==> config.mk <==
export PLATFORM = sky130hd
export DESIGN_NAME = instruction_fetch_unit_flat
export DESIGN_NICKNAME = d
export VERILOG_FILES = /design/src/rtl/instruction_fetch_unit_if.sv /design/src/rtl/instruction_fetch_unit.sv /design/src/flat_wrapper.sv
export SDC_FILE = /design/constraint.sdc
export NUM_CORES = 1
export LEC_CHECK = 0
export BUFFER_PORTS_ARGS = -buffer_cell sky130_fd_sc_hd__buf_2
export CAP_MARGIN = 5
export CORE_ASPECT_RATIO = 2
export CORE_MARGIN = 3
export CORE_UTILIZATION = 35
export DETAILED_ROUTE_END_ITERATION = 10
export PLACE_DENSITY = 0.64
export SLEW_MARGIN = 25
export SYNTH_ARGS = -nofsm -noshare
export SYNTH_HDL_FRONTEND = slang
export SYNTH_SLANG_ARGS = --single-unit
==> constraint.sdc <==
create_clock -name CLK -period 3.15 [get_ports CLK]
set_input_delay 0.315 -clock CLK [delete_from_list [all_inputs] [get_ports CLK]]
set_output_delay 0.315 -clock CLK [all_outputs]
set_load 0.05 [all_outputs]
==> src/rtl/instruction_fetch_unit_if.sv <==
// Fetch-side bus bundle: instruction-memory port, redirect port and decode handshake.
// No logic of its own; the fetch unit drives through `master`, and decode/imem/branch-resolve use `slave`.
// Backpressure is carried by OutReady; InstValid/Instruction/InstPC hold while it is low.
interface instruction_fetch_unit_if;
   logic [63:0] InstAddr;
   logic [31:0] InstData;
   logic        RedirectValid;
   logic [63:0] RedirectPC;
   logic        OutReady;
   logic        InstValid;
   logic [31:0] Instruction;
   logic [63:0] InstPC;
   logic        Halted;
   logic [31:0] FetchCount;

   modport master (
      output InstAddr, InstValid, Instruction, InstPC, Halted, FetchCount,
      input  InstData, RedirectValid, RedirectPC, OutReady
   );

   modport slave (
      input  InstAddr, InstValid, Instruction, InstPC, Halted, FetchCount,
      output InstData, RedirectValid, RedirectPC, OutReady
   );
endinterface

==> src/rtl/instruction_fetch_unit.sv <==
// Fetch stage: owns the PC, reads combinational imem, registers (PC, instruction) for decode.
// Latency 1 cycle from InstAddr to Instruction; one instruction per cycle with OutReady high.
// Backpressure: OutReady low freezes PC and output (HOLD). Macro FETCH_PERF_CNT_EN builds FetchCount.
module instruction_fetch_unit #(
   parameter logic [63:0] END_ADDR = 64'h04C
) (
   input  logic                     CLK,
   input  logic                     Reset,
   input  logic [63:0]              StartPC,
   instruction_fetch_unit_if.master fetch
);

   typedef enum logic [1:0] {S_RUN, S_HOLD, S_HALT} state_t;

   state_t      r_state, w_state_nxt;
   logic [63:0] r_pc, w_pc_nxt;
   logic [63:0] r_inst_pc, w_inst_pc_nxt;
   logic [31:0] r_inst, w_inst_nxt;
   logic        r_vld, w_vld_nxt;
   logic        w_capture_opp;
   logic        w_at_end;

   // A capture is allowed when the output slot is empty or is being consumed this cycle.
   assign w_capture_opp = !r_vld || fetch.OutReady;
   assign w_at_end      = (r_pc == END_ADDR);

   // Next-state and datapath select; redirect outranks everything but reset.
   always_comb begin
      w_state_nxt   = r_state;
      w_pc_nxt      = r_pc;
      w_vld_nxt     = r_vld;
      w_inst_nxt    = r_inst;
      w_inst_pc_nxt = r_inst_pc;
      if (fetch.RedirectValid) begin
         w_pc_nxt    = fetch.RedirectPC & ~64'd3;
         w_vld_nxt   = 1'b0;
         w_state_nxt = S_RUN;
      end else begin
         case (r_state)
            // HOLD always has a valid output, so its capture opportunity is just OutReady;
            // the release cycle captures exactly like RUN to keep throughput unbroken.
            S_RUN, S_HOLD: begin
               if (w_capture_opp) begin
                  if (w_at_end) begin
                     w_vld_nxt   = 1'b0;
                     w_state_nxt = S_HALT;
                  end else begin
                     w_inst_nxt    = fetch.InstData;
                     w_inst_pc_nxt = r_pc;
                     w_vld_nxt     = 1'b1;
                     w_pc_nxt      = r_pc + 64'd4;
                     w_state_nxt   = S_RUN;
                  end
               end else begin
                  w_state_nxt = S_HOLD;
               end
            end
            S_HALT: begin
               w_state_nxt = S_HALT;
            end
            default: begin
               w_state_nxt = S_RUN;
            end
         endcase
      end
   end

   // State, PC and output registers with synchronous reset.
   always_ff @(posedge CLK) begin
      if (Reset) begin
         r_state   <= S_RUN;
         r_pc      <= StartPC & ~64'd3;
         r_vld     <= 1'b0;
         r_inst    <= 32'd0;
         r_inst_pc <= 64'd0;
      end else begin
         r_state   <= w_state_nxt;
         r_pc      <= w_pc_nxt;
         r_vld     <= w_vld_nxt;
         r_inst    <= w_inst_nxt;
         r_inst_pc <= w_inst_pc_nxt;
      end
   end

`ifdef FETCH_PERF_CNT_EN
   logic [31:0] r_fetch_cnt;
   logic        w_xfer;

   // A transfer still counts when a redirect flushes the stage in the same cycle.
   assign w_xfer = r_vld && fetch.OutReady;

   // Accepted-instruction counter, wraps at 2^32.
   always_ff @(posedge CLK) begin
      if (Reset) begin
         r_fetch_cnt <= 32'd0;
      end else if (w_xfer) begin
         r_fetch_cnt <= r_fetch_cnt + 32'd1;
      end
   end

   assign fetch.FetchCount = r_fetch_cnt;
`else
   assign fetch.FetchCount = 32'd0;
`endif

   assign fetch.InstAddr    = r_pc;
   assign fetch.InstValid   = r_vld;
   assign fetch.Instruction = r_inst;
   assign fetch.InstPC      = r_inst_pc;
   assign fetch.Halted      = (r_state == S_HALT);

endmodule
==> src/flat_wrapper.sv <==
// flat-port wrapper written by rule: the top's interface ports become plain ports
module instruction_fetch_unit_flat 
#(
   parameter logic [63:0] END_ADDR = 64'h04C
)
  (CLK, Reset, StartPC, fetch_InstAddr, fetch_InstValid, fetch_Instruction, fetch_InstPC, fetch_Halted, fetch_FetchCount, fetch_InstData, fetch_RedirectValid, fetch_RedirectPC, fetch_OutReady);
  instruction_fetch_unit_if fetch_i ();
  input  logic CLK;
  input  logic Reset;
  input  logic [63:0] StartPC;
  output wire logic [$bits(fetch_i.InstAddr)-1:0] fetch_InstAddr;
  output wire logic [$bits(fetch_i.InstValid)-1:0] fetch_InstValid;
  output wire logic [$bits(fetch_i.Instruction)-1:0] fetch_Instruction;
  output wire logic [$bits(fetch_i.InstPC)-1:0] fetch_InstPC;
  output wire logic [$bits(fetch_i.Halted)-1:0] fetch_Halted;
  output wire logic [$bits(fetch_i.FetchCount)-1:0] fetch_FetchCount;
  input wire logic [$bits(fetch_i.InstData)-1:0] fetch_InstData;
  input wire logic [$bits(fetch_i.RedirectValid)-1:0] fetch_RedirectValid;
  input wire logic [$bits(fetch_i.RedirectPC)-1:0] fetch_RedirectPC;
  input wire logic [$bits(fetch_i.OutReady)-1:0] fetch_OutReady;
  assign fetch_InstAddr = fetch_i.InstAddr;
  assign fetch_InstValid = fetch_i.InstValid;
  assign fetch_Instruction = fetch_i.Instruction;
  assign fetch_InstPC = fetch_i.InstPC;
  assign fetch_Halted = fetch_i.Halted;
  assign fetch_FetchCount = fetch_i.FetchCount;
  assign fetch_i.InstData = fetch_InstData;
  assign fetch_i.RedirectValid = fetch_RedirectValid;
  assign fetch_i.RedirectPC = fetch_RedirectPC;
  assign fetch_i.OutReady = fetch_OutReady;
  instruction_fetch_unit #(.END_ADDR(END_ADDR)) u_core (.CLK(CLK), .Reset(Reset), .StartPC(StartPC), .fetch(fetch_i));
endmodule
# After elaboration in Yosys (flattened, before gate mapping)
# Cells that the tools add are included.
# op_classes
add_sub_neg	1
eq_ne	4
muxes	9
n_bitwise	2
reduce_logical	11
# op_table
op	count
$mux 64	5
$add 64x3->64 const B	1
$eq 64x7->1 const B	1
$reduce_and 3->1	2
$reduce_bool 3->1	2
$mux 2	2
$pmux 2 s2	1
$reduce_and 4->1	1
$reduce_or 2->1	2
$ne 3x3->1 const B	1
$eq 2x1->1 const B	1
$eq 2x2->1 const B	1
$logic_not 2->1	1
$not 1->1	2
$reduce_and 2->1	1
$logic_not 1->1	1
$logic_or 1x1->1	1
$mux 1	1
# totals
regBits	163
in_bits	164
output_inout_bits	194
word_cells	33

# Longest topological paths before layout
# logic_depth
depth_word	6
mapped_depth	9
mapped_depth_nobuf	7

# Worst setup path after synthesis
# Ideal clock, no wire load.
# synth_timing
path_type	reg-to-reg
from	register u_core.r_pc[2], in the netlist u_core.fetch.InstAddr[2]
to	register u_core.r_pc[10], in the netlist u_core.fetch.InstAddr[10] (enable)
setup_ps	397
arrival_ps	2279
required_ps	2753
path_slack_ps	474
stages_incl_launch_ff	7
n_path_buf	0
synth_period_minus_slack_ps	2676
cell_sequence	edfxtp_1 ha_1 nor4b_1 nand4_1 nor3_1 nand2_1 a31o_2
# synth_between
elab_chain_cells	3
# synth_rtl
element	line_no	source
start, declared	instruction_fetch_unit.sv:16	logic [63:0] r_pc, w_pc_nxt;
start signal, assigned	instruction_fetch_unit.sv:72	r_pc <= StartPC & ~64'd3;
start signal, assigned	instruction_fetch_unit.sv:78	r_pc <= w_pc_nxt;
$eq 64x7->1	instruction_fetch_unit.sv:25	assign w_at_end = (r_pc == END_ADDR);
$ne 3x3->1 (no source line)	-	
$reduce_and 3->1 (no source line)	-	
# No other way between the ends.
# A chain may end at the register's enable or synchronous reset.

# Worst setup path after layout
# layout_timing
from	register u_core.r_pc[2], in the netlist u_core.fetch.InstAddr[2]
to	register u_core.r_pc[11], in the netlist u_core.fetch.InstAddr[11] (enable)
# The elaborated chain is that of the path after synthesis.

==> summary.md <==
| Metric | Value |
|---|---|
| DRC errors left | `0` |
| Status | `finished clean` |
| Max Clock Skew | `0.00684 ns` |
| DR pass1 iterations | `5` |
| Ant diodes | `0` |
| Sw frac | `36.7%` |
| Leading area contributor after synthesis | `dfxtp_1` |
| Worst vdd ir | `0.000321 V` |
| Vias in the first global route | `7423` |
| Startpoint types | `register` |
| Nets | `1386` |
| Setup TNS | `0 ns` |
| Synth cell types | `51` |
| Post-CTS Setup Inserts | `0` |
| Sequential fraction of the synthesis area | `48.2%` |
| Measured slew at the worst slew-check pin | `0.977 ns` |
| CP Max Fanout | `62` |
| Gate Count Post-Synth | `924` |
| Crit path kind | `register to register` |
| Int Pwr | `0.00369 W` |
| Post_cts resized | `0` |
| MaxCap Viol Count | `0` |
| Data arrival, critical path | `2.86 ns` |
| Total GRT Usage | `22.2%` |
| Comb power frac | `24.6%` |
| Slew Limit Fails | `0` |
| Top cells by count, synth | `nand2_1 (235), a21oi_1 (122), dfxtp_1 (97), edfxtp_1 (62), clkbuf_1 (45)` |
| Psw | `0.00213 W` |
| CTS tree | `yes` |
| WP data required | `3.22 ns` |
| Fmax achieved | `359 MHz` |
| Final Hold Fails | `0` |
| Clk_lat worst skew | `0.44 ns` |
| Clock Path Buffers | `2` |
| Fin util | `46.0%` |
| Worst hold path class | `primary input to register` |
| Fin crit share | `88.5%` |
| Fraction of layout cells with a size suffix above 1 | `31.0%` |
| Via/cell ratio | `5.07` |
| GP Congestion | `0.815` |
| Ports | `358` |
| Syn avg cell area | `8.54 um^2` |
| Yosys reg bits | `159` |
| Worst-path clk slew | `0.06 ns` |
| HPWL Detailed | `20.8 mm` |
| Post-synth EDFFs | `62` |
| Initial drt markers | `274` |
| CTS HTree Levels | `4` |
| Synth top area share | `24.6%` |
| Ys Warns | `0` |
| Initial antenna violation count | `0` |
| HP Start | `fetch_InstData[8]` |
| Pwr/cell area | `571 nW/um^2` |
| First-pass GRT wire length | `41.8 mm` |
| Crit path from | `u_core.fetch.InstAddr[2]$_DFFE_PP_` |
| Initial core utilization | `35.6%` |
| Number of cell rows | `77` |
| Clock power frac | `31.8%` |
| CTS Hold Buffers Added | `0` |
| Slew HR | `34.9%` |
| Synth Cell Area | `7900 um^2` |
| Die area | `24500 um^2` |
| Setup-failing EPs final | `0` |
| Asr flop ratio synth | `0%` |
| Sequential power share | `43.6%` |
| P_leak | `4.42 nW` |
| Area contributors post-synth | `dfxtp_1 (25%), edfxtp_1 (24%), nand2_1 (11%)` |
| Cell with the most instances after synthesis | `nand2_1` |
| Crit end category | `register` |
| Final min period | `2.79 ns` |
| Pin count of the biggest net entering global routing | `114` |
| Total CTS buffers | `17` |
| Total number of vias | `7662` |
| Grt total ovfl | `0` |
| CTS root buf | `clkbuf_16` |
| Worst r2r src | `u_core.fetch.InstAddr[2]$_DFFE_PP_` |
| Top FF cell, synth | `dfxtp_1` |
| Final ANT Viol Nets | `0` |
| DR WL/cell | `18.5 um` |
| Core Box Area | `22200 um^2` |
| Area Growth Syn to Fin | `29.1%` |
| Die Span X | `112 um` |
| # clock sinks | `159` |
| Port Buf Inserts | `317` |
| RSZ-0062 raised after global routing | `no` |
| Die height | `218 um` |
| Final wirelength | `28.0 mm` |
[registers in the layout (all words and copies together) (netlist names)]
| register | flops |
|---|---|
| u_core.fetch.InstAddr | 62 |
| u_core.fetch.InstPC | 62 |
| u_core.fetch.InstValid | 1 |
| u_core.fetch.Instruction | 32 |
| u_core.r_state | 2 |
[path summary, 6_finish.rpt]
check             cells past startpoint                                  endpoint  slack [ns]
setup reg to reg                      6       u_core.fetch.InstAddr[11]$_DFFE_PP_        0.36
setup / recovery                      6       u_core.fetch.InstAddr[11]$_DFFE_PP_        0.36
hold reg to reg                       1              u_core.r_state[0]$_SDFF_PP0_        0.42
hold / removal                        3  u_core.fetch.Instruction[8]$_SDFFE_PP0P_        0.10
[worst max-delay path: stages (launching register included)]
cell	delay, ns
edfxtp_1	0.45
ha_1	0.36
nor4b_1	0.41
nand4_1	0.17
nor3_1	0.27
nand2_1	0.15
a31o_4	0.51
[cell usage in the layout, fill, tap and decap left out, types with 21 or more instances in the layout]
| cell | n |
|---|---|
| buf_2 | 316 |
| nand2_1 | 235 |
| a21oi_1 | 122 |
| dfxtp_1 | 97 |
| edfxtp_1 | 62 |
| xnor2_1 | 42 |
| o21ai_0 | 41 |
| conb_1 | 36 |
| nor2_1 | 30 |
| a22oi_1 | 21 |
[per-layer routing]
layer	part of all wire [%]	track usage [%]	vias to the layer above
met2	56	42.5	292
met1	36	23.0	3578
met4	2.8	10.1	0
met3	5.3	4.13	51
met5	0	0	-
li1	-	-	3741
[final cells by class]
cell class	count	area [um^2]
clock buffer	20	437
multi-input combinational	692	3700
sequential	159	3800
clock inverter	12	71.3
fill	2283	12000
tap	276	345
inverter	13	48.8
timing repair buffer	338	1780
[logic make-up (layout without fill, tap and decap cells)]
| kind of cell | count (synthesis) | after routing | share of synthesized area (%) |
|---|---|---|---|
| xor+xnor | 57 | 57 | 6.32 |
| compound gates | 216 | 216 | 15.1 |
| buf+inv | 108 | 383 | 7.02 |
| mux | 10 | 10 | 1.33 |
| flops | 159 | 159 | 48.2 |
| other cells | 1 | 36 | 0.0475 |
| simple gates | 372 | 372 | 21.8 |
| fa+ha+maj | 1 | 1 | 0.158 |
[power groups by stage]
stage | logic [W] | clock network (W) | registers (W)
floorplan | 0.000509 | 0 | 0.00308
global placement | 0.00143 | 0 | 0.00258
detailed placement | 0.00144 | 0 | 0.00258
CTS | 0.00144 | 0.00190 | 0.00254
global route | 0.00153 | 0.00197 | 0.00256
finish | 0.00143 | 0.00185 | 0.00254
[metrics by stage]
stage / total power, W / std cells / hold WS [ns] / area (um^2) / worst slack (ns)
2_1_floorplan: 0.00359 / 959 / 0.401 / 8030 / 0.474
3_3_place_gp: 0.00401 / 1478 / 0.406 / 9690 / 0.371
3_5_place_dp: 0.00402 / 1478 / 0.417 / 9690 / 0.348
4_1_cts: 0.00588 / 1510 / 0.0739 / 10200 / 0.331
5_1_grt: 0.00606 / 1510 / 0.0926 / 10200 / 0.0415
6_report: 0.00582 / 1510 / 0.104 / 10200 / 0.362
(Power assumes the default switching activity.)
